File: src/rtl/dma_24b_32b_pkg.sv
// Shared frame-buffer definitions: byte-lane widths, phase encodings and padding,
// common to the write-side packer and the read-side unpacker.
package dma_24b_32b_pkg;

   localparam int unsigned PIX_W  = 24;
   localparam int unsigned WORD_W = 32;

   localparam logic [7:0] PAD_BYTE = 8'h00;

   // Pixel index within a group of 4 pixels (3 words)
   typedef enum logic [1:0] {
      PH0 = 2'd0,
      PH1 = 2'd1,
      PH2 = 2'd2,
      PH3 = 2'd3
   } phase_e;

endpackage

File: src/rtl/dma_24b_32b_if.sv
// Pixel-in / word-out bus of the frame-buffer write-side packer.
interface dma_24b_32b_if #(
   parameter int unsigned CNT_W = 12
);
   import dma_24b_32b_pkg::*;

   logic               dma_rst_i;
   logic               dma_de_24b_i;
   logic [PIX_W-1:0]   dma_d_24b_i;
   logic               dma_de_32b_o;
   logic [WORD_W-1:0]  dma_d_32b_o;
   logic               dma_line_done_o;
   logic [CNT_W-1:0]   dma_line_words_o;

   modport master (
      output dma_rst_i, dma_de_24b_i, dma_d_24b_i,
      input  dma_de_32b_o, dma_d_32b_o, dma_line_done_o, dma_line_words_o
   );

   modport slave (
      input  dma_rst_i, dma_de_24b_i, dma_d_24b_i,
      output dma_de_32b_o, dma_d_32b_o, dma_line_done_o, dma_line_words_o
   );

endinterface

File: src/rtl/dma_line_stat.sv
// Line statistics: de falling-edge detect, saturating per-line word counter,
// line_done pulse and held line word count.
module dma_line_stat #(
   parameter int unsigned CNT_W = 12
) (
   input  logic             sys_clk,
   input  logic             rst_n,
   input  logic             clr,
   input  logic             de,
   input  logic             word_inc,
   output logic             line_end_c,
   output logic             line_done,
   output logic [CNT_W-1:0] line_words
);

   logic             de_d;
   logic [CNT_W-1:0] cnt_q;
   logic [CNT_W-1:0] cnt_inc;

   assign line_end_c = de_d & ~de & ~clr;
   assign cnt_inc    = (&cnt_q) ? cnt_q : cnt_q + CNT_W'(1);

   // The word emitted on the line-end edge (flush) is counted into line_words
   always_ff @(posedge sys_clk or negedge rst_n) begin
      if (!rst_n) begin
         de_d       <= 1'b0;
         cnt_q      <= '0;
         line_done  <= 1'b0;
         line_words <= '0;
      end else if (clr) begin
         de_d      <= 1'b0;
         cnt_q     <= '0;
         line_done <= 1'b0;
      end else begin
         de_d      <= de;
         line_done <= line_end_c;
         if (line_end_c) begin
            line_words <= word_inc ? cnt_inc : cnt_q;
            cnt_q      <= '0;
         end else if (word_inc) begin
            cnt_q <= cnt_inc;
         end
      end
   end

endmodule

File: src/rtl/dma_24b_32b.sv
// Write-side pixel packer: 4 x 24-bit pixels -> 3 little-endian 32-bit words.
// Define DMA_PACK_FLUSH_EN to emit a zero-padded word for leftover bytes at line end.
module dma_24b_32b
   import dma_24b_32b_pkg::*;
#(
   parameter int unsigned CNT_W = 12
) (
   input  logic           sys_clk,
   input  logic           rst_n,
   dma_24b_32b_if.slave   bus
);

   phase_e              ph_q, ph_d;
   logic [PIX_W-1:0]    res_q, res_d;
   logic                word_vld_q, word_vld_d;
   logic [WORD_W-1:0]   word_q, word_d;
   logic [PIX_W-1:0]    pix;
   logic                line_end_c;
   logic                line_done;
   logic [CNT_W-1:0]    line_words;

   assign pix = bus.dma_d_24b_i;

   dma_line_stat #(.CNT_W(CNT_W)) u_stat (
      .sys_clk    (sys_clk),
      .rst_n      (rst_n),
      .clr        (bus.dma_rst_i),
      .de         (bus.dma_de_24b_i),
      .word_inc   (word_vld_d),
      .line_end_c (line_end_c),
      .line_done  (line_done),
      .line_words (line_words)
   );

   always_ff @(posedge sys_clk or negedge rst_n) begin
      if (!rst_n) begin
         ph_q       <= PH0;
         res_q      <= '0;
         word_vld_q <= 1'b0;
         word_q     <= '0;
      end else begin
         ph_q       <= ph_d;
         res_q      <= res_d;
         word_vld_q <= word_vld_d;
         word_q     <= word_d;
      end
   end

   // Packing datapath; frame restart wins over a pixel, a de gap closes the line
   always_comb begin
      ph_d       = ph_q;
      res_d      = res_q;
      word_vld_d = 1'b0;
      word_d     = '0;
      if (bus.dma_rst_i) begin
         ph_d  = PH0;
         res_d = '0;
      end else if (bus.dma_de_24b_i) begin
         unique case (ph_q)
            PH0: begin
               res_d = pix;
               ph_d  = PH1;
            end
            PH1: begin
               word_vld_d = 1'b1;
               word_d     = {pix[7:0], res_q};
               res_d      = PIX_W'(pix[23:8]);
               ph_d       = PH2;
            end
            PH2: begin
               word_vld_d = 1'b1;
               word_d     = {pix[15:0], res_q[15:0]};
               res_d      = PIX_W'(pix[23:16]);
               ph_d       = PH3;
            end
            PH3: begin
               word_vld_d = 1'b1;
               word_d     = {pix, res_q[7:0]};
               res_d      = '0;
               ph_d       = PH0;
            end
         endcase
      end else if (line_end_c) begin
         ph_d  = PH0;
         res_d = '0;
`ifdef DMA_PACK_FLUSH_EN
         word_vld_d = (ph_q != PH0);
         unique case (ph_q)
            PH1:     word_d = {PAD_BYTE, res_q};
            PH2:     word_d = {{2{PAD_BYTE}}, res_q[15:0]};
            PH3:     word_d = {{3{PAD_BYTE}}, res_q[7:0]};
            default: word_d = '0;
         endcase
`endif
      end
   end

   assign bus.dma_de_32b_o     = word_vld_q;
   assign bus.dma_d_32b_o      = word_q;
   assign bus.dma_line_done_o  = line_done;
   assign bus.dma_line_words_o = line_words;

endmodule

File: src/flat_wrapper.sv
// flat-port wrapper written by rule: the top's interface ports become plain ports
module dma_24b_32b_flat import dma_24b_32b_pkg::*;
#(
   parameter int unsigned CNT_W = 12
)
  (sys_clk, rst_n, bus_dma_rst_i, bus_dma_de_24b_i, bus_dma_d_24b_i, bus_dma_de_32b_o, bus_dma_d_32b_o, bus_dma_line_done_o, bus_dma_line_words_o);
  dma_24b_32b_if #(.CNT_W(CNT_W)) bus_i ();
  input  logic sys_clk;
  input  logic rst_n;
  input wire logic [$bits(bus_i.dma_rst_i)-1:0] bus_dma_rst_i;
  input wire logic [$bits(bus_i.dma_de_24b_i)-1:0] bus_dma_de_24b_i;
  input wire logic [$bits(bus_i.dma_d_24b_i)-1:0] bus_dma_d_24b_i;
  output wire logic [$bits(bus_i.dma_de_32b_o)-1:0] bus_dma_de_32b_o;
  output wire logic [$bits(bus_i.dma_d_32b_o)-1:0] bus_dma_d_32b_o;
  output wire logic [$bits(bus_i.dma_line_done_o)-1:0] bus_dma_line_done_o;
  output wire logic [$bits(bus_i.dma_line_words_o)-1:0] bus_dma_line_words_o;
  assign bus_i.dma_rst_i = bus_dma_rst_i;
  assign bus_i.dma_de_24b_i = bus_dma_de_24b_i;
  assign bus_i.dma_d_24b_i = bus_dma_d_24b_i;
  assign bus_dma_de_32b_o = bus_i.dma_de_32b_o;
  assign bus_dma_d_32b_o = bus_i.dma_d_32b_o;
  assign bus_dma_line_done_o = bus_i.dma_line_done_o;
  assign bus_dma_line_words_o = bus_i.dma_line_words_o;
  dma_24b_32b #(.CNT_W(CNT_W)) u_core (.sys_clk(sys_clk), .rst_n(rst_n), .bus(bus_i));
endmodule
File: config.mk
export PLATFORM = sky130hd
export DESIGN_NAME = dma_24b_32b_flat
export DESIGN_NICKNAME = d
export VERILOG_FILES = /design/src/rtl/dma_24b_32b_pkg.sv /design/src/rtl/dma_24b_32b_if.sv /design/src/rtl/dma_line_stat.sv /design/src/rtl/dma_24b_32b.sv /design/src/flat_wrapper.sv
export SDC_FILE = /design/constraint.sdc
export NUM_CORES = 1
export LEC_CHECK = 0
export CAP_MARGIN = 0
export CORE_MARGIN = 3
export CORE_UTILIZATION = 26
export DETAILED_ROUTE_END_ITERATION = 8
export PLACE_DENSITY_LB_ADDON = 0.2
export SYNTH_ARGS = -nofsm -noshare
export SYNTH_HDL_FRONTEND = slang
export SYNTH_SLANG_ARGS = --single-unit
export TNS_END_PERCENT = 1
File: constraint.sdc
create_clock -name sys_clk -period 4.2 [get_ports sys_clk]
set_input_delay 0.84 -clock sys_clk [delete_from_list [all_inputs] [get_ports sys_clk]]
set_output_delay 0.84 -clock sys_clk [all_outputs]
set_load 0.01 [all_outputs]
Yosys cells after proc, flatten, opt, wreduce, memory -nomap -nowiden
Cells that the tools add are included.
{"block": "op_classes", "add_sub_neg": 1, "eq_ne": 3, "muxes": 20, "bitwise": 4, "n_reduce_logical": 5}
{"op": "$pmux W24 S4", "count": 1}
{"op": "$pmux W32 S3", "count": 1}
{"op": "$mux W24", "count": 3}
{"op": "$mux W32", "count": 2}
{"op": "$mux W12", "count": 4}
{"op": "$add A12 B1 Y12 const B", "count": 1}
{"op": "$reduce_and A12 Y1", "count": 1}
{"op": "$pmux W2 S4", "count": 1}
{"op": "$mux W2", "count": 3}
{"op": "$mux W1", "count": 5}
{"op": "$eq A2 B2 Y1 const B", "count": 2}
{"op": "$reduce_bool A3 Y1", "count": 1}
{"op": "$reduce_or A3 Y1", "count": 1}
{"op": "$and A1 B1 Y1", "count": 2}
{"op": "$eq A2 B1 Y1 const B", "count": 1}
{"op": "$logic_not A2 Y1", "count": 1}
{"op": "$not A1 Y1", "count": 2}
{"op": "$reduce_and A2 Y1", "count": 1}
{"block": "word_totals", "reg_bits": 85, "in_bits": 28, "output_inout_bits": 46, "word_cells": 41}

Depth between registers and ports, before layout
Gate-level depths: netlist (run 1).
{"block": "logic_depth", "word_depth": 8, "mapped_depth": 8, "depth_no_buf": 6}

By module
From an unflattened synthesis (run 1), not the netlist that was laid out.
{"block": "unflattened", "hier_cells": 344, "area_unflattened_um2": 3691.0}
{"mod": "dma_24b_32b", "n_inst": 1, "cells_each": 227, "area_per_inst_um2": 2522.4, "seq_area_each_um2": 1476.4}
{"mod": "dma_line_stat", "n_inst": 1, "cells_each": 117, "area_per_inst_um2": 1168.6, "seq_area_each_um2": 650.6}

Worst setup path after synthesis (run 1)
No wires, ideal clock.
{"block": "synth_timing", "kind": "input port to flip-flop", "startpoint": "input port bus_dma_rst_i", "endpoint": "register u_core.u_stat.cnt_q[11]", "setup_ns": 0.124, "t_arrival_ns": 1.892, "required_ns": 4.076, "slack_ns": 2.185, "stages": 5, "n_path_buf": 1, "path_cell_list": "or3b_4 -> buf_6 -> nor4_4 -> mux2i_1 -> nor2_2"}
{"block": "synth_via", "elab_chain_len": 4, "word_cells_on_any_way": 6, "cone_classes": "mux: 4; bitwise: 2"}
{"element": "from (decl)", "line": "flat_wrapper.sv:10", "rtl": "input wire logic [$bits(bus_i.dma_rst_i)-1:0] bus_dma_rst_i;"}
{"element": "$mux W1 or $not A1 Y1 (tied branches)"}
{"element": "$mux W12 or $and A1 B1 Y1 (tied branches)"}
{"element": "$mux W12", "line": "dma_line_stat.sv:37", "rtl": "if (line_end_c) begin"}
{"element": "$mux W12 *", "line": "dma_line_stat.sv:30", "rtl": "end else if (clr) begin"}
{"element": "to (signal assigned)", "line": "dma_line_stat.sv:41", "rtl": "cnt_q <= cnt_inc;"}
{"element": "to (decl)", "line": "dma_line_stat.sv:17", "rtl": "logic [CNT_W-1:0] cnt_q;"}
Every way passes the cells marked *; elsewhere a longest branch is shown, timed or not.
A chain may end at the register's enable or synchronous reset.

Worst setup path in the final report (run 1)
{"block": "layout_timing", "startpoint": "register u_core.ph_q[0]", "endpoint": "register u_core.u_stat.cnt_q[5]"}
{"block": "layout_via", "elab_chain_len": 8, "word_cells_on_any_way": 10, "cone_classes": "eq/ne: 3; mux: 6; reduce/logical: 1"}
{"element": "from (decl)", "line": "dma_24b_32b.sv:13", "rtl": "phase_e ph_q, ph_d;"}
{"element": "from (signal assigned)", "line": "dma_24b_32b.sv:42", "rtl": "ph_q <= ph_d;"}
{"element": "$eq A2 B1 Y1 or $eq A2 B2 Y1 (tied branches)", "line": "dma_24b_32b.sv:59", "rtl": "unique case (ph_q)"}
{"element": "$reduce_or A3 Y1 (no source line) *"}
{"element": "$mux W1 *", "line": "dma_24b_32b.sv:59"}
{"element": "$mux W1 *", "line": "dma_24b_32b.sv:58", "rtl": "end else if (bus.dma_de_24b_i) begin"}
{"element": "$mux W1 *", "line": "dma_24b_32b.sv:55", "rtl": "if (bus.dma_rst_i) begin"}
{"element": "$mux W12 * (3 in a row)"}
Marks and branches as above.

==> metrics.md, run 1 <==
| Metric | Value |
|---|---|
| Outcome | complete, no violations |
| Yosys reg bits | 85 |
| Sequential area share after synthesis | 57.5% |
| TritonCTS clock tree | built |
| Vias/cell | 4.97 |
| Layout Skew | 10.0 ps |
| Die footprint | 15700 µm² |
| GPL Wtd Cong | 0.773 |
| Clock power share | 41.5% |
| Total Wirelength | 9650 µm |
| Syn nets | 358 |
| H-tree lvl count | 3 |
| Layout cell share with drive strength beyond 1 | 10.7% |
| Layout area overhead | 31.1% |
| Synth Area in Compound Gates | 19.5% |
| Post_cts resized | 0 |
| CTS Buf Count | 9 |
| CP max stage delay | 770 ps |
| Fmax | 368 MHz |
| Max-slew violations | 0 |
| Most common cell after layout, fill and taps aside | dfrtp_1 |
| Starting Density | 27.3% |
| Final period util | 64.7% |
| Buf+Inv Stages, Crit Path | 1 |
| Via count | 2823 |
| Pre-Repair DR Iteration Count | 5 |
| Setup TNS Final | 0 ps |
| RSZ-0062 raised after global routing | no |
| Worst-Margin Slew | 1040 ps |
| Cell internal pwr | 1360 µW |
| Family with the most delay on the worst path | simple AND/OR/NAND/NOR gates |
| Root Buffer | clkbuf_16 |
| Die height | 125 µm |
| Setup ws final | 1480 ps |
| Unique masters post-synth | 39 |
| Pwr dens | 371 nW/µm² |
| Global route total overflow | 0 |
| Relative slew slack | 30.6% |
| NetSw | 444 µW |
| I/O Buffers | 73 |
| Mapped Area | 3700 µm² |
| Pin count of the biggest net entering global routing | 60 |
| CP max FO | 39 |
| Cell Chain, Critical Path | inv_1 -> ha_1 -> or3b_4 -> or2_1 -> o311ai_1 -> o41ai_1 |
| Hold_buf cts | 0 |
| Vias in the first global route | 2855 |
| # rows | 42 |
| CP startpoint kind | flip-flop |
| Total track usage | 12.6% |
| Peak supply drop | 0.173 mV |
| Synth Area per Inst | 11.4 µm² |
| First-pass GRT wire length | 15800 µm |
| Setup slack at placement | 1280 ps |
| Max Cap Violations | 0 |
| Clk_lat worst skew | 340 ps |
| Final Util | 35.8% |
| Largest family of logic cells by synthesized area | compound AO/OA/AOI/OAI gates |
| Longest Clk Path Bufs | 2 |
| Drt first-iter violations | 286 |
| Final hold violation count | 0 |
| Postcts setup bufs | 0 |
| Syn. warnings | 0 |
| Highest-count cells in the layout ignoring fill and taps | 85 x dfrtp_1, 72 x clkdlybuf4s50_1, 32 x nor2_1 |
| Detail-routed net length per standard cell | 17.0 µm |
| Post-DP HPWL | 6330 µm |
| WP data required | 4410 ps |
| Kind of critical path | reg2reg |
| Combinational power share | 10.8% |
| WHS | 482 ps |
| Worst Path Arrival | 2920 ps |
| Drt drc | 0 |
| Tmin final | 2720 ps |
| Final Non-Filler Cells | 568 |
| Antenna-violating nets left | 0 |
| Final setup viols | 0 |
| Crit. End Element | flip-flop |
| Die width | 125 µm |
| Initial antenna violation count | 0 |
| Nets | 421 |
| P_leak | 0.00210 µW |
| Mux contribution to synthesized area | 4.16% |
| N_diodes | 0 |
| Worst Hold Class | reg2reg |
| Sw Ratio | 24.7% |
| Post-synthesis xor/xnor area fraction | 0% |
| Clock-pin slew on the worst setup and hold paths | 70 ps |
| Post-synthesis adder-cell area fraction | 1.69% |
| Area of the core | 13600 µm² |
| Ports | 74 |
| Placed cells | 553 |
| Flop pwr share | 47.7% |
| Syn Inst Count | 325 |
| Slowest-stage cell, CP | or3b_4 |
| Clock Sinks | 85 |
| Simple-Gate Fraction of Synth Area | 13.4% |
-- sequential cells by signal, summed over array words and instances (netlist names) --
| name | cells |
|---|---|
| u_core.bus.dma_d_32b_o | 32 |
| u_core.bus.dma_de_32b_o | 1 |
| u_core.ph_q | 2 |
| u_core.res_q | 24 |
| u_core.u_stat.cnt_q | 12 |
| u_core.u_stat.de_d | 1 |
| u_core.u_stat.line_done | 1 |
| u_core.u_stat.line_words | 12 |
-- synthesized netlist by cell type --
master	number	area share, %
nor3_2	1	0.27
o211ai_1	4	0.81
nor2_1	32	3.2
and2_1	9	1.5
dfrtp_1	85	57
o21a_1	1	0.20
o311ai_0	1	0.24
a22oi_1	16	3.2
nand4_2	1	0.34
mux2i_1	3	0.81
nor4_2	1	0.34
o41ai_1	1	0.24
a21oi_1	4	0.54
a22o_1	25	5.9
o21ai_0	19	2.6
or3b_4	1	0.30
mux2_2	11	3.3
ha_1	5	1.7
nor2_2	1	0.17
nor3b_2	1	0.34
nand4_1	1	0.17
clkbuf_1	20	2.0
o211a_1	1	0.27
nor4_4	2	1.1
o311ai_1	1	0.24
inv_1	7	0.71
nand3_1	4	0.54
or2_2	2	0.34
o31ai_1	3	0.61
nor3_4	1	0.44
nor2b_1	1	0.17
or2_1	1	0.17
a31oi_1	2	0.34
nand2_1	28	2.8
nor3_1	6	0.81
buf_2	5	0.68
nor4b_1	1	0.24
a222oi_1	16	4.3
buf_6	1	0.30
-- routing by layer --
layer	wire (µm)	up-vias	global-route usage, %	part of all wire [%]
met1	4420	1392	17.6	46
met2	4600	96	19.1	48
met3	497	9	3.28	5.2
met4	132	0	4.02	1.4
met5	0	-	0	0
li1	-	1326	-	-
-- stage by stage --
stage	cell area (µm²)	power, µW
after global placement	4570	1070
final	4850	1800
after detailed placement	4570	1070
after floorplan	3700	970
after global routing	4850	1880
after CTS	4850	1830
-- path summary, 6_finish.rpt --
path	start	to	slack, ps	cells past startpoint
setup / recovery	u_core.ph_q[0]	u_core.u_stat.cnt_q[5]	1480	6
hold / removal	u_core.res_q[6]	u_core.bus.dma_d_32b_o[6]	480	1
setup reg to reg	u_core.ph_q[0]	u_core.u_stat.cnt_q[5]	1480	6
hold reg to reg	u_core.res_q[6]	u_core.bus.dma_d_32b_o[6]	480	1
max in group asynchronous	rst_n	u_core.bus.dma_d_32b_o[16]	2760	2
min in group asynchronous	rst_n	u_core.bus.dma_de_32b_o	580	1
-- worst reg2reg max path, cell delays in order, from the launching register on --
cell	delay, ps
dfrtp_1	400
inv_1	80
ha_1	560
or3b_4	770
or2_1	360
o311ai_1	290
o41ai_1	120
-- logic make-up (layout without fill, tap and decap cells) --
| group | after synthesis | count (layout) |
|---|---|---|
| AO/OA/AOI/OAI | 94 | 94 |
| adder cells (fa/ha/maj) | 5 | 5 |
| buffers and inverters | 33 | 100 |
| flip-flops | 85 | 85 |
| multiplexers | 14 | 14 |
| AND/OR/NAND/NOR | 94 | 94 |
-- power groups by stage --
stage | Sequential, µW | Combinational, µW | Clock (µW)
2_1_floorplan | 874 | 95.1 | 0
3_3_place_gp | 873 | 196 | 0
3_5_place_dp | 873 | 198 | 0
4_1_cts | 859 | 198 | 770
5_1_grt | 861 | 216 | 802
6_report | 859 | 194 | 748
-- final cells by class --
class	instances	area, µm²
fillers	1378	8710
flip-flops and latches	85	2130
multi-input cells	207	1440
repair buffers	78	766
clock buffers	12	256
well taps	176	220
inverters	7	26.3
clock inverters	3	21.3
(Power assumes the default switching activity.)
==> inputs of run 2 (changes only) <==
Clock period 4.2 ns to 2.8 ns, I/O delays scaled along.
==> run 2 against run 1 <==
Power rose by 48%. Utilization rose by 0.20 points. Count of clock-buffer cells in the layout rose by 1. Combinational power rose by 52%. Clock power rose by 44%. Worst hold slack got worse by 250 ps. Setup slack got worse by 810 ps. Sequential power rose by 50%. Via count rose by 1.2%. Sequential share of layout area fell by 0.25 points. Critical path depth fell by 1. Global-route usage rose by 0.16 points. Largest power group unchanged. Highest routed layer unchanged.
==> metrics.md, run 2 (synthesis gave the netlist of run 1 again) <==
| Metric | Value |
|---|---|
| Tmin final | 2130 ps |
| Worst Hold Class | in2async (was reg2reg) |
| Longest Clk Path Bufs | 2 (unchanged) |
| Peak supply drop | 0.270 mV (was 0.173 mV) |
| Setup slack at placement | 332 ps (was 1280 ps) |
| TritonCTS clock tree | built (unchanged) |
| Largest register FFs | 32 (unchanged) |
| Clock Sinks | 85 (unchanged) |
| FF-to-FF setup slack | 700 ps (was 1480 ps) |
| Pwr dens | 547 nW/µm² (was 371 nW/µm²) |
| # rows | 42 (unchanged) |
| Layout area overhead | 31.9% (was 31.1%) |
| Relative slew slack | 59.5% (was 30.6%) |
| Fmax | 470 MHz |
| Die width | 125 µm (unchanged) |
| GPL Wtd Cong | 0.767 (was 0.773) |
| RSZ-0062 raised after global routing | no (unchanged) |
| Drt first-iter violations | 237 (was 286) |
| Worst-Margin Slew | 608 ps (was 1040 ps) |
| Max Cap Violations | 0 (unchanged) |
| Via count | 2856 (was 2823) |
| Drt drc | 0 (unchanged) |
| Highest-count cells in the layout ignoring fill and taps | 85 x dfrtp_1, 72 x clkdlybuf4s50_1, 32 x nor2_1 (unchanged) |
| Clock-pin slew on the worst setup and hold paths | 60 ps (was 70 ps) |
| GRT Max-Usage Layer | met2 (unchanged) |
| Post_cts resized | 0 (unchanged) |
| Postcts setup bufs | 0 (unchanged) |
| WP data required | 3010 ps (was 4410 ps) |
| I/O Buffers | 73 (unchanged) |
| Die height | 125 µm (unchanged) |
| Layout Skew | 4.75 ps (was 10.0 ps) |
| Ports | 74 (unchanged) |
| Crit. End Element | flip-flop (unchanged) |
| Root Buffer | clkbuf_16 (unchanged) |
| H-tree lvl count | 3 (unchanged) |
| Final setup viols | 0 (unchanged) |
| Reg-to-reg endpoint | u_core.u_stat.cnt_q[5] (unchanged) |
| Global route total overflow | 0 (unchanged) |
| Total Wirelength | 9620 µm (was 9650 µm) |
| Starting Density | 27.3% (unchanged) |
| Area of the core | 13600 µm² (unchanged) |
| R2r startpoint | u_core.ph_q[0] (unchanged) |
| Final hold violation count | 0 (unchanged) |
| Outcome | complete, no violations (unchanged) |
| Kind of critical path | in2reg (was reg2reg) |
| Post-DP HPWL | 6440 µm (was 6330 µm) |
| First-pass GRT wire length | 15800 µm (about the same) |
| Pin count of the biggest net entering global routing | 46 (was 60) |
| Most common cell after layout, fill and taps aside | dfrtp_1 (unchanged) |
| Final period util | 76.1% |
| Layout cell share with drive strength beyond 1 | 11.6% (was 10.7%) |
| Setup ws final | 671 ps (was 1480 ps) |
| Hold_buf cts | 0 (unchanged) |
| WHS | 232 ps (was 482 ps) |
| GRT met3 Usage | 3.84% (was 3.28%) |
| Antenna-violating nets left | 0 (unchanged) |
| FF-to-FF path depth | 6 (unchanged) |
| Die footprint | 15700 µm² (unchanged) |
| CTS Buf Count | 9 (unchanged) |
| Worst Path Arrival | 2340 ps (was 2920 ps) |
| CP startpoint kind | input port (was flip-flop) |
| Setup TNS Final | 0 ps (unchanged) |
| Initial antenna violation count | 0 (unchanged) |
| Detail-routed net length per standard cell | 16.8 µm (was 17.0 µm) |
| Area post-placement | 4620 µm² (was 4570 µm²) |
| Clk_lat worst skew | 340 ps (about the same) |
| N_diodes | 0 (unchanged) |
| Post-route cell area | 4880 µm² (was 4850 µm²) |
| Vias/cell | 4.98 (was 4.97) |
| Nets | 427 (was 421) |
| Vias in the first global route | 2878 (was 2855) |
| P_leak | 0.00212 µW (was 0.00210 µW) |
| Met1 Use GR | 16.8% (was 17.6%) |
| Met2 Use GR | 20.4% (was 19.1%) |
| Max-slew violations | 0 (unchanged) |
| Pre-Repair DR Iteration Count | 8 (was 5) |
| Total track usage | 12.8% (was 12.6%) |
| CP max FO | 16 (was 39) |
==> run 2: metrics by stage <==
stage	std cells	power (µW)	util, %
finish	574	2670	36.0
global route	574	2800	36.0
CTS	574	2720	36.0
detailed placement	559	1610	34.1
global placement	559	1610	34.1
floorplan	325	1450	-
==> run 2: layer usage <==
| layer | wire [µm] | vias up |
|---|---|---|
| li1 | - | 1332 |
| met1 | 4260 | 1415 |
| met2 | 4690 | 100 |
| met3 | 555 | 9 |
| met4 | 116 | 0 |
| met5 | 0 | - |
==> run 2: how the worst max path moves through the flow <==
| stage | startpoint | end | slack (ps) | cells past startpoint |
|---|---|---|---|---|
| 6_report | bus_dma_de_24b_i | u_core.u_stat.cnt_q[5] | 670 | 5 |
| 5_1_grt | bus_dma_de_24b_i | u_core.u_stat.cnt_q[9] | 530 | 5 |
| 4_1_cts | bus_dma_de_24b_i | u_core.u_stat.cnt_q[5] | 680 | 5 |
| 3_5_place_dp | bus_dma_de_24b_i | u_core.u_stat.cnt_q[5] | 330 | 5 |
| 3_3_place_gp | bus_dma_de_24b_i | u_core.u_stat.cnt_q[5] | 360 | 5 |
| 2_1_floorplan | u_core.ph_q[0] | u_core.u_stat.cnt_q[11] | 900 | 7 |
==> run 2: final cells by class <==
class / instances / area (µm²)
Tap cell: 176 / 220
Timing Repair Buffer: 84 / 811
Inverter: 7 / 26.3
Clock inverter: 2 / 10.0
Fill cell: 1362 / 8680
Sequential cell: 85 / 2130
Clock buffer: 13 / 250
Multi-Input combinational cell: 207 / 1440
==> run 2: power breakdown <==
part | switching (µW) | internal [µW] | total (µW)
logic | 168 | 127 | 295
clock network | 465 | 618 | 1080
registers | 23.1 | 1270 | 1290
total | 657 | 2010 | 2670
==> run 2: worst max-delay path: stages <==
cell and delay [ps]:
clkdlybuf4s50_1 550, or3b_4 520, or2_1 320, o311ai_1 280, o41ai_1 110
==> inputs of run 3 (changes only) <==
Clock period 2.8 ns to 2.1 ns, I/O delays scaled along.
==> run 3 against run 2 <==
Combinational power up 42%. Via count is 1.5% higher. Clock power grew 58%. Utilization is 1.4 points higher. Sequential power rose by 33%. Cell area rose by 3.9%.
==> metrics.md, run 3 (synthesis gave the netlist of run 1 again) <==
| Metric | Value |
|---|---|
| Worst-Margin Slew | 526 ps (was 608 ps) |
| Starting Density | 27.3% (unchanged) |
| CP startpoint kind | flip-flop (was input port) |
| Longest Clk Path Bufs | 2 (unchanged) |
| Overall power | 3840 µW (was 2670 µW) |
| Worst Hold Class | in2async (unchanged) |
| # rows | 42 (unchanged) |
| Worst Path Arrival | 2160 ps (was 2340 ps) |
| Layout area overhead | 37.0% (was 31.9%) |
| P_leak | 0.00222 µW (was 0.00212 µW) |
| R2r startpoint | u_core.ph_q[1] (was u_core.ph_q[0]) |
| Post-DP HPWL | 6570 µm (was 6440 µm) |
| Drt first-iter violations | 306 (was 237) |
| Most common cell after layout, fill and taps aside | dfrtp_1 (unchanged) |
| Vias in the first global route | 2976 (was 2878) |
| Die width | 125 µm (unchanged) |
| Area of the core | 13600 µm² (unchanged) |
| Outcome | complete, no violations (unchanged) |
| Clock-pin slew on the worst setup and hold paths | 60 ps (about the same) |
| Max-slew violations | 0 (unchanged) |
| H-tree lvl count | 3 (unchanged) |
| FF-to-FF setup slack | 170 ps (was 700 ps) |
| Ports | 74 (unchanged) |
| Via count | 2899 (was 2856) |
| Initial antenna violation count | 0 (unchanged) |
| Clock Sinks | 85 (unchanged) |
| Max Cap Violations | 0 (unchanged) |
| CTS Buf Count | 9 (unchanged) |
| Final setup viols | 0 (unchanged) |
| Area of the multi-input gates | 1440 µm² (unchanged) |
| Post-route cell area | 5070 µm² (was 4880 µm²) |
| WP data required | 2330 ps (was 3010 ps) |
| Drt drc | 0 (unchanged) |
| GPL Wtd Cong | 0.755 (was 0.767) |
| RSZ-0062 raised after global routing | no (unchanged) |
| Final hold violation count | 0 (unchanged) |
| FF-to-FF path depth | 6 (unchanged) |
| First-pass GRT wire length | 16100 µm (was 15800 µm) |
| Crit. End Element | flip-flop (unchanged) |
| Hold_buf cts | 0 (unchanged) |
| Total Wirelength | 9860 µm (was 9620 µm) |
| Layout cell share with drive strength beyond 1 | 14.8% (was 11.6%) |
| N_diodes | 0 (unchanged) |
| Kind of critical path | reg2reg (was in2reg) |
| Clk_lat worst skew | 340 ps (about the same) |
| Layout Skew | 7.99 ps (was 4.75 ps) |
| Final period util | 92.1% |
| Pre-Repair DR Iteration Count | 9 (was 8) |
| Area post-placement | 4720 µm² (was 4620 µm²) |
| Setup TNS Final | 0 ps (unchanged) |
| TritonCTS clock tree | built (unchanged) |
| Relative slew slack | 64.8% (was 59.5%) |
| Detail-routed net length per standard cell | 16.8 µm (about the same) |
| Tmin final | 1930 ps |
| Pin count of the biggest net entering global routing | 38 (was 46) |
| Nets | 440 (was 427) |
| Largest register FFs | 32 (unchanged) |
| Peak supply drop | 0.341 mV (was 0.270 mV) |
| CP max FO | 8 (was 16) |
| Root Buffer | clkbuf_16 (unchanged) |
| Pwr dens | 758 nW/µm² (was 547 nW/µm²) |
| Die footprint | 15700 µm² (unchanged) |
| Reg area | 2130 µm² (unchanged) |
| Reg-to-reg endpoint | u_core.u_stat.cnt_q[5] (unchanged) |
| Highest-count cells in the layout ignoring fill and taps | 85 x dfrtp_1, 72 x clkdlybuf4s50_1, 32 x nor2_1 (unchanged) |
| Antenna-violating nets left | 0 (unchanged) |
| Fmax | 517 MHz |
| Die height | 125 µm (unchanged) |
| Total track usage | 13.0% (was 12.8%) |
| Global route total overflow | 0 (unchanged) |
| I/O Buffers | 73 (unchanged) |
| Final Util | 37.4% (was 36.0%) |
| Vias/cell | 4.94 (was 4.98) |
| Fill cells | 1353 (was 1362) |
-- run 3: layout make-up --
class | count | share of cell area (%)
sequential | 85 | 42.0
clock buffer | 11 | 4.79
inverter | 7 | 0.518
tap | 176 | 4.34
multi-input combinational | 207 | 28.3
clock inverter | 4 | 1.43
timing repair buffer | 97 | 18.7
-- run 3: metrics by stage --
step / worst slack [ps] / hold WS, ps / std cells
6_report: 166 / 17.8 / 587
5_1_grt: 14.2 / 45.3 / 587
2_1_floorplan: 197 / 124 / 325
3_5_place_dp: -102 / 390 / 568
4_1_cts: 91.4 / 26.7 / 583
3_3_place_gp: -64.1 / 403 / 568
-- run 3: power by group --
part | switching [µW] | internal [µW] | total (µW)
sequential | 29.5 | 1690 | 1720
clock | 643 | 1070 | 1710
combinational | 229 | 189 | 418
total | 901 | 2940 | 3840
-- run 3: repair_timing --
action                                  CTS  global route
endpoints found under the setup margin    0             5
buffers inserted                          0             4
resized for setup                         0             0
-- run 3: worst max-delay path by stage --
| stage | start | to | slack, ps | cells after the start |
|---|---|---|---|---|
| 6_report | u_core.ph_q[1] | u_core.u_stat.cnt_q[5] | 170 | 6 |
| 5_1_grt | u_core.ph_q[1] | u_core.u_stat.cnt_q[5] | 10 | 6 |
| 4_1_cts | u_core.ph_q[1] | u_core.u_stat.cnt_q[5] | 90 | 6 |
| 3_5_place_dp | bus_dma_de_24b_i | u_core.u_stat.cnt_q[5] | -100 | 5 |
| 3_3_place_gp | bus_dma_de_24b_i | u_core.u_stat.cnt_q[8] | -60 | 6 |
| 2_1_floorplan | u_core.ph_q[0] | u_core.u_stat.cnt_q[11] | 200 | 7 |
-- run 3: worst max-delay path, stage by stage, from the launching register on --
cell and delay [ps]:
dfrtp_1 360, inv_1 70, ha_1 220, or3b_4 460, or2_1 300, buf_4 150
o41ai_1 260
-- run 3: metal layers --
| layer | wire length [µm] | up-vias | global-route usage, % |
|---|---|---|---|
| li1 | - | 1362 | - |
| met1 | 4340 | 1424 | 17.5 |
| met2 | 4720 | 95 | 19.6 |
| met3 | 524 | 18 | 2.73 |
| met4 | 272 | 0 | 6.95 |
| met5 | 0 | - | 0 |
